--- src/rtl/seq_detect_param.sv ---
// Runtime-loadable serial sequence detector with overlap control and saturating match counter.
// Optional per-bit compare mask enabled by defining SEQ_DETECT_MASK_EN.
module seq_detect_param #(
  parameter int                 MAX_LEN = 8,
  parameter int                 LEN_W   = $clog2(MAX_LEN + 1),
  parameter int                 CNT_W   = 8,
  parameter logic [MAX_LEN-1:0] DEF_PAT = MAX_LEN'(8'b0000_1011),
  parameter int                 DEF_LEN = 4
) (
  input  logic               clk,
  input  logic               rstn,
  input  logic               din,
  input  logic               din_valid,
  input  logic               overlap,
  input  logic               pat_load,
  input  logic [MAX_LEN-1:0] pat_in,
  input  logic [LEN_W-1:0]   len_in,
`ifdef SEQ_DETECT_MASK_EN
  input  logic [MAX_LEN-1:0] pat_mask_in,
`endif
  input  logic               cnt_clr,
  output logic               match,
  output logic [CNT_W-1:0]   match_cnt,
  output logic               busy
);

  typedef enum logic {PRIME, ARMED} state_e;

  state_e             state_q, state_d;
  logic [MAX_LEN-1:0] pat_q, pat_d, hist_q, hist_d;
  logic [LEN_W-1:0]   len_q, len_d, fill_q, fill_d;
  logic [CNT_W-1:0]   cnt_q, cnt_d;
  logic               match_q, match_d, busy_q;

  logic               acc, hit;
  logic [MAX_LEN-1:0] hist_nx, len_mask, cmp_mask;
  logic [LEN_W-1:0]   fill_nx, len_clamp;

`ifdef SEQ_DETECT_MASK_EN
  logic [MAX_LEN-1:0] mask_q, mask_d;
`endif

  always_comb begin
    // a load consumes the cycle, so a same-cycle data bit is dropped
    acc     = din_valid & ~pat_load;
    hist_nx = {hist_q[MAX_LEN-2:0], din};
    fill_nx = (fill_q == LEN_W'(MAX_LEN)) ? fill_q : fill_q + LEN_W'(1);

    len_mask = '0;
    for (int i = 0; i < MAX_LEN; i++) len_mask[i] = (LEN_W'(i) < len_q);
`ifdef SEQ_DETECT_MASK_EN
    cmp_mask = len_mask & mask_q;
`else
    cmp_mask = len_mask;
`endif
    hit = acc && (fill_nx >= len_q) && (((hist_nx ^ pat_q) & cmp_mask) == '0);

    if (len_in <= LEN_W'(1))             len_clamp = LEN_W'(1);
    else if (len_in > LEN_W'(MAX_LEN))   len_clamp = LEN_W'(MAX_LEN);
    else                                 len_clamp = len_in;
  end

  always_comb begin
    pat_d   = pat_q;
    len_d   = len_q;
    hist_d  = hist_q;
    fill_d  = fill_q;
    state_d = state_q;
    match_d = 1'b0;
    cnt_d   = cnt_q;
`ifdef SEQ_DETECT_MASK_EN
    mask_d  = mask_q;
`endif

    if (pat_load) begin
      pat_d   = pat_in;
      len_d   = len_clamp;
      hist_d  = '0;
      fill_d  = '0;
      state_d = PRIME;
`ifdef SEQ_DETECT_MASK_EN
      mask_d  = pat_mask_in;
`endif
    end else if (acc) begin
      hist_d  = hist_nx;
      fill_d  = fill_nx;
      state_d = (fill_nx >= len_q) ? ARMED : PRIME;
      match_d = hit;
      // non-overlapping: the completing bit must not seed the next match
      if (hit && !overlap) begin
        fill_d  = '0;
        state_d = PRIME;
      end
    end

    if (cnt_clr)                   cnt_d = '0;
    else if (hit && cnt_q != '1)   cnt_d = cnt_q + CNT_W'(1);
  end

  always_ff @(posedge clk or negedge rstn) begin
    if (!rstn) begin
      pat_q   <= DEF_PAT;
      len_q   <= LEN_W'(DEF_LEN);
      hist_q  <= '0;
      fill_q  <= '0;
      state_q <= PRIME;
      match_q <= 1'b0;
      cnt_q   <= '0;
      busy_q  <= 1'b1;
`ifdef SEQ_DETECT_MASK_EN
      mask_q  <= '1;
`endif
    end else begin
      pat_q   <= pat_d;
      len_q   <= len_d;
      hist_q  <= hist_d;
      fill_q  <= fill_d;
      state_q <= state_d;
      match_q <= match_d;
      cnt_q   <= cnt_d;
      busy_q  <= (state_d == PRIME);
`ifdef SEQ_DETECT_MASK_EN
      mask_q  <= mask_d;
`endif
    end
  end

  assign match     = match_q;
  assign match_cnt = cnt_q;
  assign busy      = busy_q;

endmodule

--- config.mk ---
export PLATFORM = sky130hd
export DESIGN_NAME = seq_detect_param
export DESIGN_NICKNAME = d
export VERILOG_FILES = /design/src/rtl/seq_detect_param.sv
export SDC_FILE = /design/constraint.sdc
export NUM_CORES = 1
export LEC_CHECK = 0
export ABC_CLOCK_PERIOD_IN_PS = 3300
export CAP_MARGIN = 20
export CORE_ASPECT_RATIO = 1.25
export CORE_MARGIN = 5
export CORE_UTILIZATION = 53
export DETAILED_ROUTE_END_ITERATION = 10
export PLACE_DENSITY = 0.79
export SKIP_LAST_GASP = 1
export SYNTH_ARGS = -nofsm -noshare
export SYNTH_HDL_FRONTEND = slang
export SYNTH_SLANG_ARGS = --single-unit
--- constraint.sdc ---
create_clock -name clk -period 3.3 [get_ports clk]
set_clock_uncertainty 0.1 [all_clocks]
set_input_delay 0.66 -clock clk [delete_from_list [all_inputs] [get_ports clk]]
set_output_delay 0.66 -clock clk [all_outputs]
set_load 0.005 [all_outputs]
==> results.ini, run 1 <==
[routing]
top_layer=met4
wl_met1_um=1490
met3_length_um=180
drt_iter0_drc=73
dr.pass1.iters=4
drc=0
vias_per_cell=5.68
vias=1426
routedWlPerCell_um=14.8
wl_met2_um=1990
drt-total-wl_um=3720
drtAntennaViolNets=0

[sta]
period_minus_slack_ns=3.05
slew_headroom=0.583
holdWs_ns=0.385
post-route-period-util=0.925
rsz0062_at_grt=no
drv_slew=0
report.final.setup_viol=0
max_freq_ghz=0.327
worst_pin_slew_ns=0.625
hold_viol=0
fin_tns_setup_ns=0

[setup_path]
worstSetupEndpointType=flip-flop
crit_family=compound AO/OA/AOI/OAI gates
path_class=reg -> reg
cp-start-kind=flip-flop
crit_path_max_fanout=13
ff2ff_path_depth=11
path_buf_inv=1
crit_chain=inv_1, ha_1, nand2_1, nand2_1, mux2i_1, ha_1, or3_1, o21ai_0, a2111o_1, nor4_1, mux2_2
r2r_start=fill_q[0]
r2r-end=match_cnt[7]
crit_slowest_cell=a2111o_1
worstPathRequired_ns=3.38
cp.arrival_ns=3.13
max_stage_delay_ns=0.67
r2r_setup_slack_ns=0.25

[final_layout]
fillers=287
num_antenna_cells=0
drive_above_1_share=0.151
layout_commonest_cell=dfrtp_1
syn2layout_area_growth_pct=22.3
layout_common_cells=dfrtp_1 (29), clkdlybuf4s50_1 (28), nor2_1 (19)
nets=237
final_cells=251

[logic_synthesis]
synth_edf_count=0
syn_area_um2=1900
synthArstFlopShare=1.00
avgSynthCellArea_um2=10.5
ys_ff_latch=34
syn_inst=181
ys_types=36
ys_seq_area_frac=0.451
synth_fp_nets=207
yosys_most_used_dff=dfrtp_1
ys_warn_count=0

[cts]
clock_path_buffers=2
cts_tree=done
cts.clk_slew.worst_paths_ns=0.07
worstSkewPairLatency_ns=0.29
cts_root_buf=clkbuf_8
cts_made_buffers=5
ctsHoldBuffers=0
clock_sinks=34
postCtsSetupBuffers=0
ctsHtreeMaxLevel=2
post_cts_resized=0

[floorplanning]
die_h_um=77.0
coreArea_um2=3480
rows=24
io-pin-count=29
die_w_um=63.6
die_area_um2=4890
start_util=0.546

[hold_path]
hold_end=busy
hp-start=state_q
hold_class=reg -> reg
hold_path_depth=2

[power]
finalPower_mw=0.976
power_density_nw_per_um2=420
vdd_drop_max_v=0.000320
p_leak_nw=1.03

[place]
hpwl_um=2790
dp.cells=243
portBuffers=28
gp_congestion=0.830

[global_route]
grt_pass1_wl_um=6340
grt_overflow=0
grt_usage=0.163
grt_start_max_net_pins=35
antenna_found_initial=0
grt_pass1_vias=1434

[outcome]
status=finished clean

[flow_run]
maxCapViolCount=0

## logic make-up (layout without fill, tap and decap cells)
| kind of cell | after synthesis | count (layout) | synth area share |
|---|---|---|---|
| mux | 23 | 23 | 0.131 |
| buf+inv | 18 | 49 | 0.0414 |
| xor+xnor | 10 | 10 | 0.0461 |
| fa+ha+maj | 7 | 7 | 0.0461 |
| simple gates | 62 | 62 | 0.195 |
| compound gates | 27 | 27 | 0.0895 |
| flops | 34 | 34 | 0.451 |
## worst register-to-register path: stages (launching register included)
cell and delay [ns]:
dfrtp_1 0.38, inv_1 0.09, ha_1 0.19, nand2_1 0.09, nand2_1 0.06, mux2i_1 0.19
ha_1 0.21, or3_1 0.10, o21ai_0 0.11, a2111o_1 0.67, nor4_1 0.40, mux2_2 0.37
## Yosys cell counts (2+ instances only)
master | n | area share
o22ai_1 | 2 | 0.0066
and3_1 | 2 | 0.0066
nor3_1 | 3 | 0.0079
o21ai_0 | 12 | 0.032
nand4_1 | 4 | 0.013
or3_1 | 2 | 0.0066
or4_1 | 2 | 0.0079
nor2b_1 | 7 | 0.023
xor2_1 | 6 | 0.028
clkbuf_1 | 5 | 0.0099
nor2_1 | 19 | 0.038
dfstp_2 | 5 | 0.069
nor4_4 | 4 | 0.045
mux2_1 | 5 | 0.030
dfrtp_1 | 29 | 0.38
mux2i_1 | 8 | 0.042
xnor2_1 | 4 | 0.018
nand2_1 | 12 | 0.024
buf_2 | 3 | 0.0079
o31ai_1 | 3 | 0.012
nand3_1 | 3 | 0.0079
a21oi_1 | 4 | 0.011
ha_1 | 7 | 0.046
mux2_2 | 10 | 0.059
inv_1 | 9 | 0.018
## sequential cells by signal (all words and copies together) (netlist names)
signal	cells
busy	1
fill_q	4
hist_q	7
len_q	4
match	1
match_cnt	8
pat_q	8
state_q	1
## layer usage
layer / track usage / vias to the layer above
met4: 0.0748 / 0
li1: - / 694
met5: 0 / -
met2: 0.276 / 31
met1: 0.180 / 696
met3: 0.0541 / 5
## where the power goes
part	internal [mW]	total (mW)	switching, mW	leakage, nW
combinational	0.0706	0.155	0.0841	0.533
sequential	0.442	0.461	0.0190	0.439
clock	0.211	0.361	0.150	0.0575
total	0.723	0.976	0.253	1.03
## layout make-up
cell class / instances / area, um^2 / area share
Clock buffer: 8 / 110 / 0.0473
Sequential cell: 34 / 857 / 0.368
Tap cell: 39 / 48.8 / 0.0210
Inverter: 9 / 33.8 / 0.0145
Multi-Input combinational cell: 129 / 966 / 0.415
Timing Repair Buffer: 32 / 310 / 0.133
## how the worst max path moves through the flow
stage / startpoint / end / slack, ns / cells past startpoint
after floorplan: fill_q[0] / match_cnt[3] / 0.62 / 12
after global placement: fill_q[0] / match_cnt[7] / 0.43 / 11
after detailed placement: fill_q[0] / match_cnt[7] / 0.24 / 11
after CTS: fill_q[0] / match_cnt[7] / 0.24 / 11
after global routing: fill_q[0] / state_q / 0.04 / 11
final: fill_q[0] / match_cnt[7] / 0.25 / 11
## metrics by stage
stage	utilization	cell area, um^2	setup WS [ns]
3_3_place_gp	0.636	2220	0.431
3_5_place_dp	0.636	2220	0.244
6_report	0.668	2330	0.246
4_1_cts	0.668	2330	0.238
2_1_floorplan	-	1900	0.619
5_1_grt	0.668	2330	0.0403
No activity file was read; power rests on OpenSTA's default activity.
==> inputs of run 2 (changes only) <==
Settings changed: ABC_AREA set to 1, CORE_UTILIZATION 53 to 54, GPL_TIMING_DRIVEN set to 1.
==> results.ini, run 2 <==
[power]
power_density_nw_per_um2=385  ; -8.3%
p_leak_nw=1.27  ; +23%
finalPower_mw=0.927  ; -5.0%
vdd_drop_max_v=0.000366  ; +14%

[sta]
period_minus_slack_ns=2.27  ; -0.782 ns
post-route-period-util=0.688  ; -0.237
max_freq_ghz=0.440  ; +34%
holdWs_ns=0.395  ; +0.0105 ns
fin_tns_setup_ns=0  ; unchanged
worst_pin_slew_ns=0.444  ; -0.181 ns
report.final.setup_viol=0  ; unchanged
slew_headroom=0.704  ; +0.121
drv_slew=0  ; unchanged
hold_viol=0  ; unchanged
rsz0062_at_grt=no

[cts]
cts_tree=done
cts_made_buffers=5  ; unchanged
ctsHoldBuffers=0  ; unchanged
worstSkewPairLatency_ns=0.29  ; about the same
cts.clk_slew.worst_paths_ns=0.07  ; about the same
post_cts_resized=0  ; unchanged
ctsHtreeMaxLevel=2  ; unchanged
cts_root_buf=clkbuf_8
clock_path_buffers=2  ; unchanged
postCtsSetupBuffers=0  ; unchanged
clock_sinks=34  ; unchanged

[routing]
vias=1683  ; +18%
dr.pass1.iters=4  ; unchanged
drc=0  ; unchanged
drtAntennaViolNets=0  ; unchanged
drt-total-wl_um=4060  ; +9.3%
vias_per_cell=5.10  ; -10%
drt_iter0_drc=74  ; +1.4%
routedWlPerCell_um=12.3  ; -17%

[logic_synthesis]
synthArstFlopShare=1.00  ; unchanged
ys_top_cells_by_area=dfrtp_1 (37%), nand2_1 (15%), inv_1 (9.3%), dfstp_2 (6.6%), ha_1 (4.4%)
syn_area_um2=1990  ; +4.4%
yosys_most_used_dff=dfrtp_1
ys_ff_latch=34  ; unchanged
synth_top_cell_area_share=0.365  ; -0.0161
ys_types=27  ; -25%
syn_inst=257  ; +42%
synth_edf_count=0  ; unchanged
ys_warn_count=0  ; unchanged
avgSynthCellArea_um2=7.73  ; -26%
ys_top_cells_by_count=nand2_1 (77), inv_1 (49), dfrtp_1 (29)
synth_fp_nets=283  ; +37%
ys_seq_area_frac=0.432  ; -0.0190
post-synth-top-count-cell=nand2_1
yosys.area.top_type=dfrtp_1

[final_layout]
syn2layout_area_growth_pct=21.3
fillers=295  ; +2.8%
drive_above_1_share=0.107  ; -0.0444
layout_commonest_cell=nand2_1
layout_common_cells=nand2_1 (77), inv_1 (49), dfrtp_1 (29)
final_cells=330  ; +31%
nets=316  ; +33%
num_antenna_cells=0  ; unchanged

[floorplanning]
die_w_um=64.2  ; +1.0%
die_area_um2=5000  ; +2.1%
die_h_um=77.8  ; +1.1%
rows=24  ; unchanged
io-pin-count=29  ; unchanged
coreArea_um2=3510  ; +0.86%
start_util=0.565  ; +0.0192

[place]
portBuffers=28  ; unchanged
dp.cells=322  ; +33%
hpwl_um=3050  ; +9.3%
gp_congestion=0.799  ; -3.7%

[outcome]
status=finished clean

[setup_path]
worstPathRequired_ns=3.38  ; about the same
r2r_setup_slack_ns=1.03  ; +0.78 ns
crit_slowest_cell=dfrtp_1
ff2ff_path_depth=15  ; +4
cp-start-kind=flip-flop
r2r_start=fill_q[0]
path_buf_inv=3  ; +2
cp.arrival_ns=2.35  ; -0.78 ns
worstSetupEndpointType=flip-flop
path_class=reg -> reg
crit_path_max_fanout=8  ; -5
crit_family=simple AND/OR/NAND/NOR gates
r2r-end=match_cnt[3]
cp_common_cell=nand2_1
crit_chain=inv_1, ha_1, nand2_1, nand3_1, o21ai_0, ha_1, nand2_1, inv_1, nand2_1, nand3_1, nand2_1, inv_1, nand4_4, nand3_1, nand2_1
max_stage_delay_ns=0.43  ; -0.24 ns

[hold_path]
hold_end=pat_q[3]
hold_class=reg -> reg
hold_path_depth=2  ; unchanged
hp-start=pat_q[3]

[global_route]
antenna_found_initial=0  ; unchanged
grt_overflow=0  ; unchanged
grt_pass1_vias=1638  ; +14%
grt_usage=0.177  ; +0.0147
grt_start_max_net_pins=35  ; unchanged
grt_pass1_wl_um=7100  ; +12%

[flow_run]
maxCapViolCount=0  ; unchanged

[run 2: cell count changes in the layout (fill, tap and decap cells not counted), moves of 4 or more]
| cell | delta |
|---|---|
| nor2_1 | -8 |
| mux2i_1 | -8 |
| mux2_1 | -5 |
| o22ai_1 | +7 |
| inv_1 | +40 |
| mux2_2 | -10 |
| nand4_1 | +5 |
| nand3_1 | +14 |
| nor4_4 | -4 |
| nor2b_1 | -7 |
| nand2_1 | +65 |
[run 2: how the worst max path moves through the flow]
stage | from | to | slack (ns) | cells after the start
after floorplan | fill_q[0] | match_cnt[7] | 1.25 | 13
after global placement | din | fill_q[1] | 1.03 | 12
after detailed placement | din | fill_q[1] | 1.02 | 12
after CTS | fill_q[0] | match_cnt[5] | 1.01 | 15
after global routing | fill_q[0] | match_cnt[0] | 0.77 | 15
final | fill_q[0] | match_cnt[3] | 1.03 | 15
[run 2: logic make-up after synthesis]
kind of cell | after synthesis | share of synthesized area
fa+ha+maj | 7 | 0.0441
flops | 34 | 0.432
xor+xnor | 8 | 0.0353
buf+inv | 55 | 0.105
compound gates | 25 | 0.0706
simple gates | 128 | 0.314
[run 2: report_power, final]
| part | internal, mW | switching, mW |
|---|---|---|
| sequential | 0.440 | 0.0143 |
| combinational | 0.0615 | 0.0910 |
| clock | 0.168 | 0.153 |
[run 2: per-layer routing]
layer	track usage	part of all wire	wire length, um
met1	0.203	0.42	1720
met2	0.313	0.52	2110
met3	0.0607	0.046	186
met4	0.0448	0.011	45
met5	0	0	0
[run 2: worst register-to-register path, stage by stage, from the launching register on]
cell and delay, ns:
dfrtp_1 0.43, inv_1 0.08, ha_1 0.14, nand2_1 0.07, nand3_1 0.07, o21ai_0 0.13
ha_1 0.32, nand2_1 0.06, inv_1 0.05, nand2_1 0.04, nand3_1 0.06, nand2_1 0.14
inv_1 0.15, nand4_4 0.17, nand3_1 0.11, nand2_1 0.06
[run 2: metrics by stage]
stage                     worst slack (ns)  instance area (um^2)   util
final                                 1.03                  2410  0.686
after global placement                1.03                  2310  0.658
after floorplan                       1.25                  1990      -
after global routing                 0.773                  2410  0.686
after CTS                             1.01                  2410  0.686
after detailed placement              1.02                  2310  0.658
[run 2: cell type report]
type / count / area, um^2 / share of cell area
clock buffers: 6 / 82.6 / 0.0343
clock inverters: 2 / 12.5 / 0.00519
inverters: 51 / 191 / 0.0795
multi-input cells: 168 / 921 / 0.382
flip-flops and latches: 34 / 857 / 0.356
well taps: 39 / 48.8 / 0.0203
repair buffers: 30 / 295 / 0.123
